### src/rtl/calib_sum_if.sv
`default_nettype none
// ============================================================================
//  Module      : calib_sum_if
//  Description : Byte-stream / result bundle for calib_sum.
//                master = stream driver + result checker side
//                slave  = calib_sum
//  Signals     : input_valid, char_in[7:0], input_last, mode_spelled, clear
//                (driver -> block); input_ready, result[RESULT_W-1:0],
//                line_count[LINE_W-1:0], output_valid (block -> driver)
//  Revision    : 1.0 - initial release
// ============================================================================
interface calib_sum_if #(
  parameter int RESULT_W = 64,
  parameter int LINE_W   = 16
);

  logic                input_valid;
  logic [7:0]          char_in;
  logic                input_last;
  logic                input_ready;
  logic                mode_spelled;
  logic                clear;
  logic [RESULT_W-1:0] result;
  logic [LINE_W-1:0]   line_count;
  logic                output_valid;

  modport master (
    output input_valid, char_in, input_last, mode_spelled, clear,
    input  input_ready, result, line_count, output_valid
  );

  modport slave (
    input  input_valid, char_in, input_last, mode_spelled, clear,
    output input_ready, result, line_count, output_valid
  );

endinterface
`default_nettype wire

### src/rtl/calib_sum.sv
`default_nettype none
// ============================================================================
//  Module      : calib_sum
//  Description : Streaming ASCII line-calibration accumulator. Each line adds
//                10*first_digit + last_digit to a running sum. Digits are
//                '0'..'9', plus spelled words "one".."nine" when the spelled
//                mode is latched at the start of a stream.
//  Ports       : clk          - clock
//                rst          - asynchronous active-high reset
//                bus (slave)  - byte stream in (valid/ready/last), mode and
//                               clear controls, result/line_count/output_valid
//  Revision    : 1.0 - initial release
// ============================================================================
module calib_sum #(
  parameter int RESULT_W = 64,
  parameter int LINE_W   = 16
) (
  input  logic       clk,
  input  logic       rst,
  calib_sum_if.slave bus
);

  typedef enum logic [1:0] {
    ST_IDLE       = 2'd0,
    ST_SCAN_FIRST = 2'd1,
    ST_SCAN_LAST  = 2'd2,
    ST_DONE       = 2'd3
  } state_t;

  localparam logic [7:0] c_NEWLINE = 8'h0A;

  state_t              state_q, state_d;
  logic                mode_q, mode_d;
  logic [3:0]          first_q, first_d;
  logic [3:0]          last_q, last_d;
  logic [31:0]         hist_q, hist_d;
  logic [RESULT_W-1:0] result_q, result_d;
  logic [LINE_W-1:0]   count_q, count_d;

  logic       w_accept;
  logic       w_mode_eff;
  logic       w_is_nl;
  logic       w_is_num;
  logic [3:0] w_word_d;
  logic       w_hit;
  logic [3:0] w_digit;
  logic [3:0] w_first_n;
  logic [3:0] w_last_n;
  logic [6:0] w_line_val;
  logic       w_commit;

  // Match a spelled digit ending at the current byte. The window holds the
  // four previous bytes of the line followed by the current byte, so the
  // longest word (five letters) fits exactly. Word endings are distinct, so
  // at most one word can match at a given position.
  function automatic logic [3:0] word_digit(input logic [39:0] w);
    logic [3:0] d;
    d = 4'd0;
    if      (w[23:0] == "one")   d = 4'd1;
    else if (w[23:0] == "two")   d = 4'd2;
    else if (w[39:0] == "three") d = 4'd3;
    else if (w[31:0] == "four")  d = 4'd4;
    else if (w[31:0] == "five")  d = 4'd5;
    else if (w[23:0] == "six")   d = 4'd6;
    else if (w[39:0] == "seven") d = 4'd7;
    else if (w[39:0] == "eight") d = 4'd8;
    else if (w[31:0] == "nine")  d = 4'd9;
    return d;
  endfunction

  assign bus.input_ready  = (state_q != ST_DONE) && !bus.clear;
  assign bus.result       = result_q;
  assign bus.line_count   = count_q;
  assign bus.output_valid = (state_q == ST_DONE);

  always_comb begin
    w_accept   = bus.input_valid && bus.input_ready;
    // The mode pin is live only for the byte that opens a stream.
    w_mode_eff = (state_q == ST_IDLE) ? bus.mode_spelled : mode_q;
    w_is_nl    = (bus.char_in == c_NEWLINE);
    w_is_num   = (bus.char_in >= 8'h30) && (bus.char_in <= 8'h39);
    w_word_d   = word_digit({hist_q, bus.char_in});
    w_hit      = w_is_num || (w_mode_eff && (w_word_d != 4'd0));
    w_digit    = w_is_num ? bus.char_in[3:0] : w_word_d;
    // First digit only captured while the line has none yet.
    w_first_n  = (w_hit && (state_q != ST_SCAN_LAST)) ? w_digit : first_q;
    w_last_n   = w_hit ? w_digit : last_q;
    // Digits are zero when the line had none, so the sum naturally adds 0.
    w_line_val = (7'd10 * {3'b000, w_first_n}) + {3'b000, w_last_n};
    // A non-newline last byte always leaves a non-empty open line, so it
    // always flushes; a newline last byte is its own (single) line end.
    w_commit   = w_is_nl || bus.input_last;
  end

  always_comb begin
    state_d  = state_q;
    mode_d   = mode_q;
    first_d  = first_q;
    last_d   = last_q;
    hist_d   = hist_q;
    result_d = result_q;
    count_d  = count_q;

    if (bus.clear) begin
      state_d  = ST_IDLE;
      mode_d   = 1'b0;
      first_d  = 4'd0;
      last_d   = 4'd0;
      hist_d   = 32'd0;
      result_d = '0;
      count_d  = '0;
    end else if (w_accept) begin
      if (state_q == ST_IDLE) begin
        mode_d = bus.mode_spelled;
      end
      first_d = w_first_n;
      last_d  = w_last_n;
      hist_d  = {hist_q[23:0], bus.char_in};
      if (w_hit) begin
        state_d = ST_SCAN_LAST;
      end else if (state_q == ST_IDLE) begin
        state_d = ST_SCAN_FIRST;
      end

      if (w_commit) begin
        result_d = result_q + RESULT_W'(w_line_val);
        if (count_q != {LINE_W{1'b1}}) begin
          count_d = count_q + LINE_W'(1);
        end
        first_d = 4'd0;
        last_d  = 4'd0;
        hist_d  = 32'd0;
        state_d = bus.input_last ? ST_DONE : ST_SCAN_FIRST;
      end
    end
  end

  always_ff @(posedge clk or posedge rst) begin
    if (rst) begin
      state_q  <= ST_IDLE;
      mode_q   <= 1'b0;
      first_q  <= 4'd0;
      last_q   <= 4'd0;
      hist_q   <= 32'd0;
      result_q <= '0;
      count_q  <= '0;
    end else begin
      state_q  <= state_d;
      mode_q   <= mode_d;
      first_q  <= first_d;
      last_q   <= last_d;
      hist_q   <= hist_d;
      result_q <= result_d;
      count_q  <= count_d;
    end
  end

endmodule
`default_nettype wire

### src/flat_wrapper.sv
// flat-port wrapper written by rule: the top's interface ports become plain ports
module calib_sum_flat 
#(
  parameter int RESULT_W = 64,
  parameter int LINE_W   = 16
)
  (clk, rst, bus_input_valid, bus_char_in, bus_input_last, bus_mode_spelled, bus_clear, bus_input_ready, bus_result, bus_line_count, bus_output_valid);
  calib_sum_if #(.RESULT_W(RESULT_W), .LINE_W(LINE_W)) bus_i ();
  input  logic clk;
  input  logic rst;
  input wire logic [$bits(bus_i.input_valid)-1:0] bus_input_valid;
  input wire logic [$bits(bus_i.char_in)-1:0] bus_char_in;
  input wire logic [$bits(bus_i.input_last)-1:0] bus_input_last;
  input wire logic [$bits(bus_i.mode_spelled)-1:0] bus_mode_spelled;
  input wire logic [$bits(bus_i.clear)-1:0] bus_clear;
  output wire logic [$bits(bus_i.input_ready)-1:0] bus_input_ready;
  output wire logic [$bits(bus_i.result)-1:0] bus_result;
  output wire logic [$bits(bus_i.line_count)-1:0] bus_line_count;
  output wire logic [$bits(bus_i.output_valid)-1:0] bus_output_valid;
  assign bus_i.input_valid = bus_input_valid;
  assign bus_i.char_in = bus_char_in;
  assign bus_i.input_last = bus_input_last;
  assign bus_i.mode_spelled = bus_mode_spelled;
  assign bus_i.clear = bus_clear;
  assign bus_input_ready = bus_i.input_ready;
  assign bus_result = bus_i.result;
  assign bus_line_count = bus_i.line_count;
  assign bus_output_valid = bus_i.output_valid;
  calib_sum #(.RESULT_W(RESULT_W), .LINE_W(LINE_W)) u_core (.clk(clk), .rst(rst), .bus(bus_i));
endmodule
### config.mk
export PLATFORM = sky130hd
export DESIGN_NAME = calib_sum_flat
export DESIGN_NICKNAME = d
export VERILOG_FILES = /design/src/rtl/calib_sum_if.sv /design/src/rtl/calib_sum.sv /design/src/flat_wrapper.sv
export SDC_FILE = /design/constraint.sdc
export NUM_CORES = 1
export LEC_CHECK = 0
export BUFFER_PORTS_ARGS = -buffer_cell sky130_fd_sc_hd__buf_4
export CORE_MARGIN = 1.5
export CORE_UTILIZATION = 47
export DETAILED_ROUTE_END_ITERATION = 16
export HOLD_SLACK_MARGIN = 0.06
export PLACE_DENSITY = 0.65
export SKIP_CTS_REPAIR_TIMING = 1
export SYNTH_ARGS = -nofsm -noshare
export SYNTH_HDL_FRONTEND = slang
export SYNTH_SLANG_ARGS = --single-unit
### constraint.sdc
create_clock -name clk -period 13.85 [get_ports clk]
set_clock_uncertainty 0.2 [all_clocks]
set_input_delay 1.385 -clock clk [delete_from_list [all_inputs] [get_ports clk]]
set_output_delay 1.385 -clock clk [all_outputs]
set_load 0.005 [all_outputs]
==> results by group <==
STA
  – Hold Fails Final Rpt: 0
  – Fmax: 0.130 GHz
  – Min Tclk post-route: 7.71 ns
  – Worst-Margin Slew: 1.07 ns
  – # setup viols final: 0
  – Hold WS: 0.304 ns
  – TNS Setup: 0 ns
  – Tcrit/Tclk final: 0.557
  – RSZ-0062 raised after global routing: false
  – Worst rel slew slack: 0.285
  – Slew Limit Fails: 0

Global route
  – Total GRT Usage: 0.242
  – Vias in the first global route: 5727
  – Initial antenna violation count: 0
  – Grt ovf: 0
  – First-pass GRT wire length: 28900 µm
  – Pin count of the biggest net entering global routing: 89

Place
  – Final HPWL DP: 12100 µm
  – GPL Wtd Cong: 0.944
  – Port Buf Inserts: 95

Critical path
  – Reg2reg end: u_core.bus.result[50]$_DFFE_PP0P_
  – FF-to-FF path depth: 20
  – Crit path kind: input pin to flip-flop
  – Crit path DAT: 7.82 ns
  – Max Fanout on Critical Path: 16
  – Critical path data required time: 13.95 ns
  – Worst r2r src: u_core.hist_q[0]$_DFFE_PP0P_
  – Crit. Startpoint: bus_char_in[4]
  – Startpoint Class: input pin
  – Critical Path Sink Type: flip-flop
  – Reg2reg setup slack: 6.87 ns

Yosys
  – Unique masters post-synth: 71
  – Synth area leader: dfrtp_1
  – Cells after Synth: 713
  – Post-synth ARST share: 1.00
  – Post-Syn Area: 6850 µm²
  – Seq/Total Area, Yosys: 0.449
  – Post-synth top flop: dfrtp_1
  – Area share of the largest cell type after synthesis: 0.449
  – Syn. warnings: 0
  – EDFF count, synth: 0
  – Area contributors post-synth: dfrtp_1, nor2_1, a22o_1
  – Yosys reg bits: 123
  – Syn_area_per_cell: 9.61 µm²
  – Mapped Nets: 744

Power
  – Leak Pwr: 3.62 nW
  – Power density over cell area: 103 nW/µm²
  – Total power: 0.855 mW
  – Max VDD drop: 0.0000746 V

Min path
  – Hold EP: u_core.first_q[2]$_DFFE_PP0P_
  – Hold Path Depth: 1
  – Worst min path class: flip-flop to flip-flop
  – HP Start: u_core.first_q[2]$_DFFE_PP0P_

Finish
  – Fraction of layout cells with a size suffix above 1: 0.189
  – Core utilization of the finished layout: 0.592
  – Area delta synth->final: 21.3%
  – ANT cells: 0
  – Filler cells: 1209
  – Nets: 832

CTS
  – Reg clk slew, reported paths: 0.06 ns
  – CTS buffer count: 17
  – H-tree Lvls: 4
  – CTS sink count: 123
  – Clock Latency Late Sink: 0.42 ns
  – TritonCTS clock tree: yes
  – Root buffer cell: clkbuf_16
  – CTS max path bufs: 2

Die
  – Die W: 124 µm
  – Effective utilization at floorplan: 0.488
  – Ports: 96
  – Die Y-Extent: 124 µm
  – Placement Rows: 43
  – Core ar.: 14000 µm²
  – Die area: 15300 µm²

Detailed routing
  – DR vias/cell: 5.92
  – Routed wire per std cell: 17.4 µm
  – Final WL: 17300 µm
  – Routed vias: 5888
  – Routed Antenna Nets: 0
  – Drt first pass iters: 5
  – # DRC: 0
  – Detailed Route Iter0 Violations: 312

Outcome
  – Status: finished clean

Run
  – Number of max-cap violations: 0
-- where the power goes --
part	switching, mW	internal [mW]
Sequential	0.00361	0.362
Clock	0.159	0.292
Combinational	0.0266	0.0115
Total	0.190	0.665
-- cells in the mapped netlist (all sizes together), types with 4 or more instances --
| cell type | number |
|---|---|
| dfrtp | 123 |
| nor2 | 85 |
| nand2 | 44 |
| a22o | 35 |
| o21ai | 35 |
| a21oi | 29 |
| clkbuf | 27 |
| nand3 | 27 |
| xnor2 | 26 |
| inv | 25 |
| xor2 | 25 |
| or3 | 20 |
| nand4 | 18 |
| and3 | 16 |
| ha | 14 |
| nor3 | 13 |
| nor4 | 10 |
| and4 | 9 |
| nor2b | 8 |
| a31oi | 6 |
| mux2 | 6 |
| nand2b | 6 |
| nand4bb | 6 |
| o211ai | 6 |
| or4 | 6 |
| a21o | 5 |
| a32o | 5 |
| nand4b | 5 |
| or2 | 5 |
| a31o | 4 |
| and2 | 4 |
| nand3b | 4 |
| nor4bb | 4 |
| o2111a | 4 |
| o2111ai | 4 |
| o31ai | 4 |
-- sequential cells by signal, summed over array words and instances (netlist names) --
signal	cells
u_core.bus.line_count	16
u_core.bus.result	64
u_core.first_q	4
u_core.hist_q	32
u_core.last_q	4
u_core.mode_q	1
u_core.state_q	2
-- worst max-delay path by stage --
stage | cells past startpoint | slack [ns] | to
after floorplan | 26 | 6.51 | u_core.bus.result[45]$_DFFE_PP0P_
after global placement | 20 | 5.95 | u_core.bus.result[50]$_DFFE_PP0P_
after detailed placement | 21 | 5.73 | u_core.bus.result[50]$_DFFE_PP0P_
after CTS | 21 | 6.15 | u_core.bus.result[50]$_DFFE_PP0P_
after global routing | 21 | 5.77 | u_core.bus.result[50]$_DFFE_PP0P_
final | 21 | 6.14 | u_core.bus.result[50]$_DFFE_PP0P_
-- cell type report --
| cell class | count | area (µm²) | area share |
|---|---|---|---|
| well taps | 180 | 225 | 0.0271 |
| clock buffers | 21 | 460 | 0.0554 |
| repair buffers | 99 | 743 | 0.0894 |
| flip-flops and latches | 123 | 3080 | 0.370 |
| inverters | 25 | 96.3 | 0.0116 |
| clock inverters | 11 | 143 | 0.0172 |
| multi-input cells | 535 | 3560 | 0.429 |
-- through the flow --
step           cells  instance area, µm²  setup slack (ns)
2_1_floorplan    713                6850              6.51
3_3_place_gp     962                7710              5.95
3_5_place_dp     962                7710              5.73
4_1_cts          994                8310              6.15
5_1_grt          994                8310              5.77
6_report         994                8310              6.14
-- logic make-up after synthesis --
family,count (synthesis),synth area share
buffers and inverters,55,0.0310
xor gates and xnor gates,51,0.0652
muxes,7,0.0119
and+or+nand+nor,304,0.246
AOI/OAI and AO/OA,156,0.162
DFF,123,0.449
adders and majority gates,17,0.0343
-- critical path: stages --
cell      delay (ns)
buf_4           0.13
or3b_4          0.41
or4_4           0.56
or3_4           0.39
or2_4           0.27
and3_4          0.18
a21oi_4         0.33
nor2_1          0.11
a31oi_1         0.27
ha_1            0.30
ha_1            0.20
inv_1           0.07
fa_1            0.44
nor3b_1         0.25
xor2_1          0.20
xnor2_1         0.09
ha_1            0.31
a21boi_1        0.64
o211ai_1        0.53
nor4_1          0.38
mux2_2          0.37
-- cells in the final DEF, fill, tap and decap left out, types with 5 or more instances in the layout --
| cell type | n |
|---|---|
| nor4_1 | 10 |
| and4_1 | 9 |
| nor2_1 | 84 |
| o211ai_1 | 6 |
| nor3_1 | 13 |
| or4_1 | 5 |
| o21ai_0 | 31 |
| nand3_1 | 27 |
| a22o_1 | 35 |
| nor2b_1 | 8 |
| dfrtp_1 | 123 |
| ha_1 | 14 |
| nand2_1 | 44 |
| mux2_2 | 5 |
| a21oi_1 | 28 |
| nand2b_1 | 6 |
| xnor2_1 | 26 |
| nand4bb_1 | 6 |
| buf_4 | 99 |
| clkbuf_16 | 17 |
| xor2_1 | 25 |
| nand4b_1 | 5 |
| inv_1 | 24 |
| and3_1 | 14 |
| a21o_1 | 5 |
| or3_1 | 19 |
| a31oi_1 | 6 |
| nand4_1 | 18 |
| a32o_1 | 5 |
-- per-layer routing --
metal  up-vias  part of all wire  track usage
met5         -                 0            0
met4         0             0.016       0.0726
met3        19             0.055       0.0618
met2       155              0.46        0.367
met1      2918              0.46        0.342
li1       2796                 -            -
No activity file was read; power rests on OpenSTA's default activity.
